--- src/rtl/regfile_arbiter.sv ---
// Round-robin arbiter serializing two requesters onto one register file.
// A 4-cycle issue/wait/done sequence per access; clears take priority in IDLE.
module regfile_arbiter #(
  parameter int WORD_SIZE     = 16,
  parameter int REG_ADDR_SIZE = 3,
  parameter int REG_NUM       = 8
) (
  input  logic                     clock,
  input  logic                     reset,
  input  logic                     req_a,
  input  logic                     we_a,
  input  logic [REG_ADDR_SIZE-1:0] addr1_a,
  input  logic [REG_ADDR_SIZE-1:0] addr2_a,
  input  logic [WORD_SIZE-1:0]     wdata_a,
  output logic                     ack_a,
  output logic [WORD_SIZE-1:0]     rdata1_a,
  output logic [WORD_SIZE-1:0]     rdata2_a,
  input  logic                     req_b,
  input  logic                     we_b,
  input  logic [REG_ADDR_SIZE-1:0] addr1_b,
  input  logic [REG_ADDR_SIZE-1:0] addr2_b,
  input  logic [WORD_SIZE-1:0]     wdata_b,
  output logic                     ack_b,
  output logic [WORD_SIZE-1:0]     rdata1_b,
  output logic [WORD_SIZE-1:0]     rdata2_b,
  input  logic                     clear_req,
  output logic                     clear_done,
  output logic                     busy,
  output logic [REG_ADDR_SIZE-1:0] rf_num1,
  output logic [REG_ADDR_SIZE-1:0] rf_num2,
  output logic [WORD_SIZE-1:0]     rf_set_val,
  output logic                     rf_get_enable,
  output logic                     rf_set_enable,
  output logic                     rf_reset_enable,
  input  logic [WORD_SIZE-1:0]     rf_out1,
  input  logic [WORD_SIZE-1:0]     rf_out2
);

  localparam int unsigned RegSpan = 1 << REG_ADDR_SIZE;

  if (REG_NUM > RegSpan) begin : g_reg_num_check
    $error("REG_NUM does not fit in REG_ADDR_SIZE");
  end

  typedef enum logic [2:0] {
    IDLE, ISSUE, WAIT, DONE, CLEAR
  } state_t;

  state_t state_q, state_d;

  logic last_b_q, last_b_d;
  logic pend_q, pend_d;
  logic win_b_q, win_b_d;
  logic we_q, we_d;
  logic grant_b;

  logic [REG_ADDR_SIZE-1:0] num1_q, num1_d;
  logic [REG_ADDR_SIZE-1:0] num2_q, num2_d;
  logic [WORD_SIZE-1:0]     set_val_q, set_val_d;
  logic get_en_q, get_en_d;
  logic set_en_q, set_en_d;
  logic rst_en_q, rst_en_d;
  logic ack_a_q, ack_a_d;
  logic ack_b_q, ack_b_d;
  logic clr_done_q, clr_done_d;
  logic busy_q, busy_d;

  logic [WORD_SIZE-1:0] rd1_a_q, rd1_a_d;
  logic [WORD_SIZE-1:0] rd2_a_q, rd2_a_d;
  logic [WORD_SIZE-1:0] rd1_b_q, rd1_b_d;
  logic [WORD_SIZE-1:0] rd2_b_q, rd2_b_d;

  // b wins when alone, or when both ask and a was granted last
  assign grant_b = req_b & (~req_a | ~last_b_q);

  // Next-state and registered-output decode
  always_comb begin
    state_d    = state_q;
    last_b_d   = last_b_q;
    pend_d     = pend_q | clear_req;
    win_b_d    = win_b_q;
    we_d       = we_q;
    num1_d     = num1_q;
    num2_d     = num2_q;
    set_val_d  = set_val_q;
    get_en_d   = 1'b0;
    set_en_d   = 1'b0;
    rst_en_d   = 1'b0;
    ack_a_d    = 1'b0;
    ack_b_d    = 1'b0;
    clr_done_d = 1'b0;
    rd1_a_d    = rd1_a_q;
    rd2_a_d    = rd2_a_q;
    rd1_b_d    = rd1_b_q;
    rd2_b_d    = rd2_b_q;
    unique case (state_q)
      IDLE: begin
        if (pend_q || clear_req) begin
          state_d  = CLEAR;
          rst_en_d = 1'b1;
        end else if (req_a || req_b) begin
          state_d   = ISSUE;
          win_b_d   = grant_b;
          last_b_d  = grant_b;
          we_d      = grant_b ? we_b : we_a;
          num1_d    = grant_b ? addr1_b : addr1_a;
          num2_d    = grant_b ? addr2_b : addr2_a;
          set_val_d = grant_b ? wdata_b : wdata_a;
          set_en_d  = we_d;
          get_en_d  = ~we_d;
        end
      end
      ISSUE: state_d = WAIT;
      WAIT: begin
        state_d = DONE;
        if (!we_q) begin
          if (win_b_q) begin
            rd1_b_d = rf_out1;
            rd2_b_d = rf_out2;
          end else begin
            rd1_a_d = rf_out1;
            rd2_a_d = rf_out2;
          end
        end
      end
      DONE: begin
        state_d = IDLE;
        ack_a_d = ~win_b_q;
        ack_b_d = win_b_q;
      end
      CLEAR: begin
        state_d    = IDLE;
        clr_done_d = 1'b1;
        pend_d     = clear_req;
      end
      default: state_d = IDLE;
    endcase
    busy_d = (state_d != IDLE);
  end

  // State and output registers; last grant resets to b so a wins first
  always_ff @(posedge clock or posedge reset) begin
    if (reset) begin
      state_q    <= IDLE;
      last_b_q   <= 1'b1;
      pend_q     <= 1'b0;
      win_b_q    <= 1'b0;
      we_q       <= 1'b0;
      num1_q     <= '0;
      num2_q     <= '0;
      set_val_q  <= '0;
      get_en_q   <= 1'b0;
      set_en_q   <= 1'b0;
      rst_en_q   <= 1'b0;
      ack_a_q    <= 1'b0;
      ack_b_q    <= 1'b0;
      clr_done_q <= 1'b0;
      busy_q     <= 1'b0;
      rd1_a_q    <= '0;
      rd2_a_q    <= '0;
      rd1_b_q    <= '0;
      rd2_b_q    <= '0;
    end else begin
      state_q    <= state_d;
      last_b_q   <= last_b_d;
      pend_q     <= pend_d;
      win_b_q    <= win_b_d;
      we_q       <= we_d;
      num1_q     <= num1_d;
      num2_q     <= num2_d;
      set_val_q  <= set_val_d;
      get_en_q   <= get_en_d;
      set_en_q   <= set_en_d;
      rst_en_q   <= rst_en_d;
      ack_a_q    <= ack_a_d;
      ack_b_q    <= ack_b_d;
      clr_done_q <= clr_done_d;
      busy_q     <= busy_d;
      rd1_a_q    <= rd1_a_d;
      rd2_a_q    <= rd2_a_d;
      rd1_b_q    <= rd1_b_d;
      rd2_b_q    <= rd2_b_d;
    end
  end

  assign ack_a           = ack_a_q;
  assign ack_b           = ack_b_q;
  assign rdata1_a        = rd1_a_q;
  assign rdata2_a        = rd2_a_q;
  assign rdata1_b        = rd1_b_q;
  assign rdata2_b        = rd2_b_q;
  assign clear_done      = clr_done_q;
  assign busy            = busy_q;
  assign rf_num1         = num1_q;
  assign rf_num2         = num2_q;
  assign rf_set_val      = set_val_q;
  assign rf_get_enable   = get_en_q;
  assign rf_set_enable   = set_en_q;
  assign rf_reset_enable = rst_en_q;

endmodule

--- config.mk ---
export PLATFORM = sky130hd
export DESIGN_NAME = regfile_arbiter
export DESIGN_NICKNAME = d
export VERILOG_FILES = /design/src/rtl/regfile_arbiter.sv
export SDC_FILE = /design/constraint.sdc
export NUM_CORES = 1
export LEC_CHECK = 0
export BUFFER_PORTS_ARGS = -buffer_cell sky130_fd_sc_hd__buf_2
export CORE_UTILIZATION = 47
export DETAILED_ROUTE_END_ITERATION = 8
export GPL_ROUTABILITY_DRIVEN = 0
export GPL_TIMING_DRIVEN = 0
export PLACE_DENSITY = 0.79
export SLEW_MARGIN = 15
export SYNTH_ARGS = -nofsm -noshare
export SYNTH_HDL_FRONTEND = slang
export SYNTH_SLANG_ARGS = --single-unit
--- constraint.sdc ---
create_clock -name clock -period 3.8 [get_ports clock]
set_clock_uncertainty 0.2 [all_clocks]
set_input_delay 0.19 -clock clock [delete_from_list [all_inputs] [get_ports clock]]
set_output_delay 0.19 -clock clock [all_outputs]
set_load 0.005 [all_outputs]
# After elaboration in Yosys (flattened, before gate mapping)
# Cells that the tools add are included.
# op_classes
n_eq_ne	4
bitwise	9
shift	0
div	0
reduce_logical	7
order_cmp	0
add_sub_neg	0
n_mux	19
multipliers	0
# ops
cell	count
2-to-1 mux 16 bit	1
2-to-1 mux 1 bit	13
2-to-1 mux 3 bit	4
one-hot mux 3 bit (3 select lines)	1
AND reduction 3 bit	3
== test 3 x 2 -> 1 bit, second input constant	2
inverter 1 bit	6
== test 3 x 1 -> 1 bit, second input constant	1
== test 3 bit, second input constant	1
zero test 3 bit	1
nonzero test 3 bit	1
logical OR 1 bit	2
bitwise OR 1 bit	2
AND 1 bit	1
# word_totals
input_bits	83
reg_bits	100
mem_bits_rw	0
wordCells	58
latch_bits	0
romBits	0
out_inout_bits	93
mem_count	0

# Depth between registers and ports, before layout
# Gate-level depths: netlist (run 1).
# logic_depth
word_depth	8
mapped_depth	6
depth_no_buf	3

# Worst setup path before layout (run 1)
# OpenSTA, ideal clock, no wires.
# synth_path
path_kind	flip-flop to flip-flop
startpoint	register state_q[1]
endpoint	register num1_q[2], in the netlist rf_num1[2]
setup_slack_ps	1805
setup_time_ps	125
required_time_ps	3475
period_less_slack_ps	1995
arrival_ps	1670
n_path_buf	2
path_stages_with_launch	6
cell_sequence	dfrtp_1 buf_4 or3_4 nor3_4 buf_8 mux2_4
# synth_via
elab_chain_cells	2
# synth_rtl
item	line	source
from (decl)	49	state_t state_q, state_d;
from (signal assigned)	164	state_q <= state_d;
zero test 3 bit	96	unique case (state_q)
AND reduction 3 bit (no line)	--	
to (signal assigned)	169	num1_q <= num1_d;
to (decl)	57	logic [REG_ADDR_SIZE-1:0] num1_q, num1_d;
# Every way passes these cells.
# A chain may end at the register's enable or synchronous reset.

# Worst setup path in the final report (run 1)
# layout_path
startpoint	input req_a
endpoint	register set_val_q[4], in the netlist rf_set_val[4]
# layout_via
elab_chain_cells	4
word_cells_on_any_way	6
classes_between	1 x mux; 3 x bitwise; 2 x reduce/logical
# layout_rtl
item	line	source
from (decl)	10	input logic req_a,
inverter 1 bit	74	assign grant_b = req_b & (~req_a | ~last_b_q);
bitwise OR 1 bit	74	
AND 1 bit	74	
2-to-1 mux 16 bit	108	set_val_d = grant_b ? wdata_b : wdata_a;
to (signal assigned)	171	set_val_q <= set_val_d;
to (decl)	59	logic [WORD_SIZE-1:0] set_val_q, set_val_d;
# Several ways; a longest one is shown, not always the timed one.

==> flow_metrics.py, run 1 <==
metrics = {
    "final_layout": {
        "n_antenna_cell": 0,
        "utilization_pct": 73.0,
        "final_cell_mix": "buf_2, dfrtp_1, mux2_2",
        "fill_cells": 548,
        "drive_gt1_share_pct": 60.7,
        "layout.nets": 597,
        "syn_to_final_growth_pct": 48.4,
        "final_common_cell": "buf_2",
    },
    "synth": {
        "avgSynthCellArea_um2": 15.9,
        "synth.net_count": 340,
        "yosysWarnings": 0,
        "syn_inst": 257,
        "netlist_area_um2": 4090,
        "synth_seq_cells": 100,
        "yosys.cell_types.count": 30,
        "yosysSeqAreaShare_pct": 61.3,
    },
    "sta": {
        "drv_slew": 0,
        "grt_setup_unrepaired": "no",
        "max_freq_mhz": 350,
        "worstMarginPinSlew_ns": 0.550,
        "timing.final.crit_share_pct": 75.2,
        "maxSlewHeadroom_pct": 63.3,
        "hold_viol": 0,
        "setup_ws_ns": 0.942,
        "fin_crit_ns": 2.86,
        "finalSetupViolations": 0,
    },
    "worst_setup_path": {
        "required_ns": 3.84,
        "startpoint_type": "primary input",
        "crit_fanout": 10,
        "arrival_ns": 2.89,
        "crit_type": "in2reg",
        "cp-end-kind": "register",
    },
    "global_routing": {
        "grt_pass1_vias": 3231,
        "gr-total-overflow": 0,
        "antenna_found_initial": 0,
        "grt_max_degree": 65,
        "gr-usage-all-layers_pct": 22.6,
        "grt_pass1_wl_mm": 15.4,
    },
    "job": {
        "cap_violations": 0,
    },
    "routing": {
        "drt-total-wl_mm": 10.0,
        "viasPerCell": 4.94,
        "drc": 0,
        "drtPass1Iterations": 4,
        "dr_total_vias": 3081,
        "wl_per_cell_um": 16.0,
        "postRouteAntennaNets": 0,
        "initialDrtViolationCount": 46,
    },
    "clocking": {
        "path_clk_slew_ns": 0.08,
        "cts_tree": "built",
        "ctsHoldBuffers": 69,
        "clockBufferDepth": 2,
        "cts-root-buf": "clkbuf_8",
        "cts_setup_buffers": 0,
        "ctsHtreeMaxLevel": 3,
        "cts_resized": 0,
        "cts_made_buffers": 9,
        "numClockSinks": 100,
        "clk_latency_ns": 0.35,
    },
    "die": {
        "die_area_um2": 9070,
        "coreArea_um2": 8300,
        "fp.dieH_um": 95.2,
        "start_util_pct": 49.2,
        "rows": 33,
        "ios": 176,
        "die_w_um": 95.2,
    },
    "placement": {
        "dpl_worst_slack_ns": 1.59,
        "hpwl_mm": 6.40,
        "placement.io_buffers": 175,
    },
    "power_and_ir_drop": {
        "p_per_area_nw_per_um2": 686,
        "leakage_nw": 3.02,
        "ir_worst_vdd_v": 0.000323,
    },
    "hold_path": {
        "hold_path.class": "in2reg",
    },
    "outcome": {
        "status": "complete, no violations",
    },
}
[flip-flops by register name (all words and copies together) (netlist names), 3 cells and up]
name and cells:
rdata1_a 16, rdata2_a 16, rf_num2 3, rf_set_val 16, rdata2_b 16, rdata1_b 16, state_q 3, rf_num1 3
[path summary, 6_finish.rpt]
| kind | start | end | slack [ns] | cells past startpoint |
|---|---|---|---|---|
| min | wdata_a[10] | rf_set_val[10]$_DFFE_PP0P_ | 0.02 | 3 |
| min in group asynchronous | reset | rdata2_b[13]$_DFFE_PP0P_ | 0.20 | 3 |
| max in group asynchronous | reset | last_b_q$_DFFE_PP1P_ | 2.50 | 4 |
| max | req_a | rf_set_val[4]$_DFFE_PP0P_ | 0.94 | 7 |
| min reg2reg | rdata1_a[8]$_DFFE_PP0P_ | rdata1_a[8]$_DFFE_PP0P_ | 0.31 | 1 |
| max reg2reg | last_b_q$_DFFE_PP1P_ | rf_set_val[4]$_DFFE_PP0P_ | 1.05 | 5 |
[routing by layer]
metal | track usage (%) | share of wire [%]
met3 | 5.34 | 6.8
met4 | 10.4 | 2.5
met5 | 0 | 0
met1 | 26.7 | 40
met2 | 38.9 | 51
[area by class of cell]
class / instances / area (um2) / area share [%]
tap: 105 / 131 / 2.17
buffer: 13 / 82.6 / 1.36
clock buffer: 11 / 131 / 2.17
timing repair buffer: 246 / 1600 / 26.5
clock inverter: 5 / 108 / 1.78
multi-input combinational: 141 / 1490 / 24.5
inverter: 3 / 13.8 / 0.227
sequential: 100 / 2500 / 41.3
[through the flow]
step           area (um2)  power, mW  TNS (ns)  instances  hold WS (ns)
2_1_floorplan        4090       2.60         0        257        0.0751
3_3_place_gp         5090       3.19    -18.43        537         0.212
3_5_place_dp         5120       3.28         0        538        0.0485
4_1_cts              6050       4.16         0        623      0.000199
5_1_grt              6060       4.42         0        624       0.00106
6_report             6060       4.16         0        624        0.0227
[power by group]
| group | total [mW] | internal (mW) | switching, mW |
|---|---|---|---|
| Sequential | 1.83 | 1.57 | 0.261 |
| Combinational | 1.53 | 0.936 | 0.595 |
| Clock | 0.801 | 0.442 | 0.359 |
| Total | 4.16 | 2.94 | 1.21 |
[cells in the mapped netlist]
| master | number | area (um2) |
|---|---|---|
| clkbuf_1 | 1 | 3.75 |
| a21oi_1 | 2 | 10.0 |
| buf_8 | 1 | 15.0 |
| nor3_1 | 3 | 15.0 |
| dfstp_2 | 1 | 26.3 |
| o21bai_1 | 1 | 7.51 |
| buf_6 | 1 | 11.3 |
| or3_4 | 1 | 11.3 |
| dfrtp_1 | 99 | 2480 |
| nor2_1 | 6 | 22.5 |
| o21ai_0 | 1 | 5.00 |
| or2_2 | 2 | 12.5 |
| mux2i_1 | 1 | 10.0 |
| buf_2 | 9 | 45.0 |
| a41oi_1 | 1 | 8.76 |
| and2_1 | 1 | 6.26 |
| inv_1 | 3 | 11.3 |
| mux2_4 | 16 | 240 |
| a221oi_1 | 1 | 8.76 |
| and3_1 | 3 | 18.8 |
| buf_4 | 1 | 7.51 |
| mux2_1 | 1 | 11.3 |
| nor3_4 | 1 | 16.3 |
| nand3_1 | 2 | 10.0 |
| nor2b_1 | 2 | 12.5 |
| a31oi_1 | 2 | 12.5 |
| nor3b_1 | 1 | 7.51 |
| xnor2_1 | 1 | 8.76 |
| mux2_2 | 91 | 1020 |
| a21boi_1 | 1 | 7.51 |
[logic make-up after synthesis]
logic type	Yosys count	share of synthesized area, %
AOI/OAI and AO/OA	9	1.47
and+or+nand+nor	22	3.25
DFF	100	61.3
buffers and inverters	16	2.30
xor gates and xnor gates	1	0.214
muxes	109	31.5
[critical path: stages]
cell and delay (ns):
dlygate4sd3_1 0.54, buf_2 0.14, a21boi_1 0.43, buf_2 0.39
mux2_2 0.38, dlygate4sd3_1 0.56, mux2_4 0.25
Note: power is estimated with default switching activity, not from simulation.
==> run 2: changes to the inputs <==
--- a/config.mk
+++ b/config.mk
@@ -6,11 +6,11 @@
 export NUM_CORES = 1
 export LEC_CHECK = 0
 export BUFFER_PORTS_ARGS = -buffer_cell sky130_fd_sc_hd__buf_2
-export CORE_UTILIZATION = 47
+export CORE_UTILIZATION = 43
 export DETAILED_ROUTE_END_ITERATION = 8
 export GPL_ROUTABILITY_DRIVEN = 0
 export GPL_TIMING_DRIVEN = 0
-export PLACE_DENSITY = 0.79
+export PLACE_DENSITY = 0.76
 export SLEW_MARGIN = 15
 export SYNTH_ARGS = -nofsm -noshare
 export SYNTH_HDL_FRONTEND = slang
==> constraint.sdc (replaced) <==
create_clock -name clock -period 2.5 [get_ports clock]
set_clock_uncertainty 0.2 [all_clocks]
set_input_delay 0.125 -clock clock [delete_from_list [all_inputs] [get_ports clock]]
set_output_delay 0.125 -clock clock [all_outputs]
set_load 0.005 [all_outputs]
==> run 2 against run 1 <==
Against the previous run:
- setup slack worse by 0.84 ns
- final cell count increased by 6.1%
- die area rose by 9.1%
- flip-flop and latch count is the same
- combinational power is 52% higher
- final area rose by 2.3%
- sequential power grew 51%
- via count rose by 1.8%
- first-iteration DRC count did not move
- non-clock buffer count up 14
- core utilization down 5.9 points
- critical path type unchanged
- critical endpoint is now rf_set_val[14]$_DFFE_PP0P_
==> flow_metrics.py, run 2 (synthesized netlist as in run 1, its figures left out) <==
metrics = {
    "job": {
        "cap_violations": 0,
    },
    "sta": {
        "timing.final.crit_share_pct": 95.9,
        "finalSetupViolations": 0,
        "hold_viol": 0,
        "drv_slew": 0,
        "worstMarginPinSlew_ns": 0.623,
        "fin_crit_ns": 2.40,
        "max_freq_mhz": 417,
        "final.setup.tns_ns": 0,
        "maxSlewHeadroom_pct": 58.4,
        "grt_setup_unrepaired": "no",
    },
    "clocking": {
        "cts-root-buf": "clkbuf_8",
        "cts_setup_buffers": 0,
        "ctsHoldBuffers": 83,
        "path_clk_slew_ns": 0.09,
        "clockBufferDepth": 2,
        "ctsHtreeMaxLevel": 3,
        "cts_tree": "built",
        "clk_latency_ns": 0.35,
        "cts_resized": 0,
        "numClockSinks": 100,
        "cts_made_buffers": 9,
    },
    "final_layout": {
        "layout.nets": 611,
        "syn_to_final_growth_pct": 51.8,
        "n_antenna_cell": 0,
        "final_common_cell": "buf_2",
        "drive_gt1_share_pct": 59.5,
        "utilization_pct": 67.1,
        "final_cell_mix": "buf_2, dfrtp_1, mux2_2",
    },
    "routing": {
        "viasPerCell": 4.74,
        "wl_per_cell_um": 15.7,
        "drc": 0,
        "postRouteAntennaNets": 0,
        "dr_total_vias": 3137,
        "initialDrtViolationCount": 46,
        "drtPass1Iterations": 5,
        "drt-total-wl_mm": 10.4,
    },
    "outcome": {
        "status": "complete, no violations",
    },
    "worst_setup_path": {
        "crit_type": "in2reg",
        "required_ns": 2.54,
        "cp-end-kind": "register",
        "rr_worst_depth": 4,
        "cp_cell_sequence": "dlygate4sd3_1 -> buf_2 -> a21boi_1 -> mux2_2 -> dlygate4sd3_1 -> mux2_2",
        "r2r_setup_slack_ns": 0.16,
        "max_stage_delay_ns": 0.55,
        "arrival_ns": 2.44,
        "startpoint_type": "primary input",
        "cp_slowest_cell": "dlygate4sd3_1",
        "crit_fanout": 6,
    },
    "power_and_ir_drop": {
        "switchingPower_mw": 1.83,
        "pwr-share-clk_pct": 16.9,
        "p_per_area_nw_per_um2": 988,
        "leakage_nw": 3.05,
        "p_int_mw": 4.29,
        "combPwrFrac_pct": 37.8,
        "switching_share_pct": 29.9,
        "seqPwrFrac_pct": 45.2,
        "ir_worst_vdd_v": 0.000442,
    },
    "die": {
        "rows": 35,
        "die_w_um": 99.5,
        "start_util_pct": 44.2,
        "coreArea_um2": 9240,
        "die_area_um2": 9890,
        "fp.dieH_um": 99.5,
        "ios": 176,
    },
    "global_routing": {
        "gr-usage-all-layers_pct": 21.7,
        "grt_pass1_vias": 3389,
        "gr-total-overflow": 0,
        "antenna_found_initial": 0,
        "grt_max_degree": 39,
        "grt_pass1_wl_mm": 16.4,
    },
    "hold_path": {
        "hold_path.class": "in2async",
    },
    "placement": {
        "placement.io_buffers": 175,
        "hpwl_mm": 6.46,
    },
}
run 2: layout make-up:
type / count / area (um2)
clock buffers: 11 / 141
fillers: 657 / 3040
flip-flops and latches: 100 / 2500
inverters: 3 / 15.0
plain buffers: 13 / 82.6
repair buffers: 260 / 1750
clock inverters: 5 / 61.3
well taps: 129 / 161
multi-input cells: 141 / 1490
run 2: power groups by stage:
stage	logic (mW)	registers, mW	clock network, mW
floorplan	1.12	2.83	0
global placement	2.11	2.74	0
detailed placement	2.19	2.78	0
CTS	2.31	2.76	1.07
global route	2.52	2.86	1.13
finish	2.32	2.77	1.04
run 2: critical path: cells and delay by family:
| family | cells | cell delay, ns |
|---|---|---|
| buf+inv | 3 | 1.20 |
| mux | 2 | 0.66 |
| compound gates | 1 | 0.45 |
run 2: worst paths after layout:
kind                                    startpoint                          to
hold / removal                               reset     rdata2_a[0]$_DFFE_PP0P_
setup / recovery                             req_b  rf_set_val[14]$_DFFE_PP0P_
hold reg to reg            rdata1_a[9]$_DFFE_PP0P_     rdata1_a[9]$_DFFE_PP0P_
min in group clock         rdata1_a[9]$_DFFE_PP0P_     rdata1_a[9]$_DFFE_PP0P_
max in group asynchronous                    reset        last_b_q$_DFFE_PP1P_
setup reg to reg              last_b_q$_DFFE_PP1P_  rf_set_val[14]$_DFFE_PP0P_
run 2: per-layer routing:
metal  vias to the layer above  GRT usage (%)  wire length [um]
li1                       1450              -                 -
met1                      1528           24.5              4150
met2                       139           39.3              5360
met3                        20           5.48               670
met4                         0           8.60               197
met5                         -              0                 0
run 2: metrics by stage:
step / cells / setup WS [ns] / hold slack (ns) / area (um2) / power (mW)
after floorplan: 257 / 0.505 / 0.0101 / 4090 / 3.95
after global routing: 662 / 0.000860 / 0.228 / 6200 / 6.51
after CTS: 662 / 0.0777 / 0.185 / 6200 / 6.14
final: 662 / 0.102 / 0.216 / 6200 / 6.12
after global placement: 561 / 0.349 / 0.153 / 5130 / 4.85
after detailed placement: 563 / 0.321 / 0.0326 / 5170 / 4.97
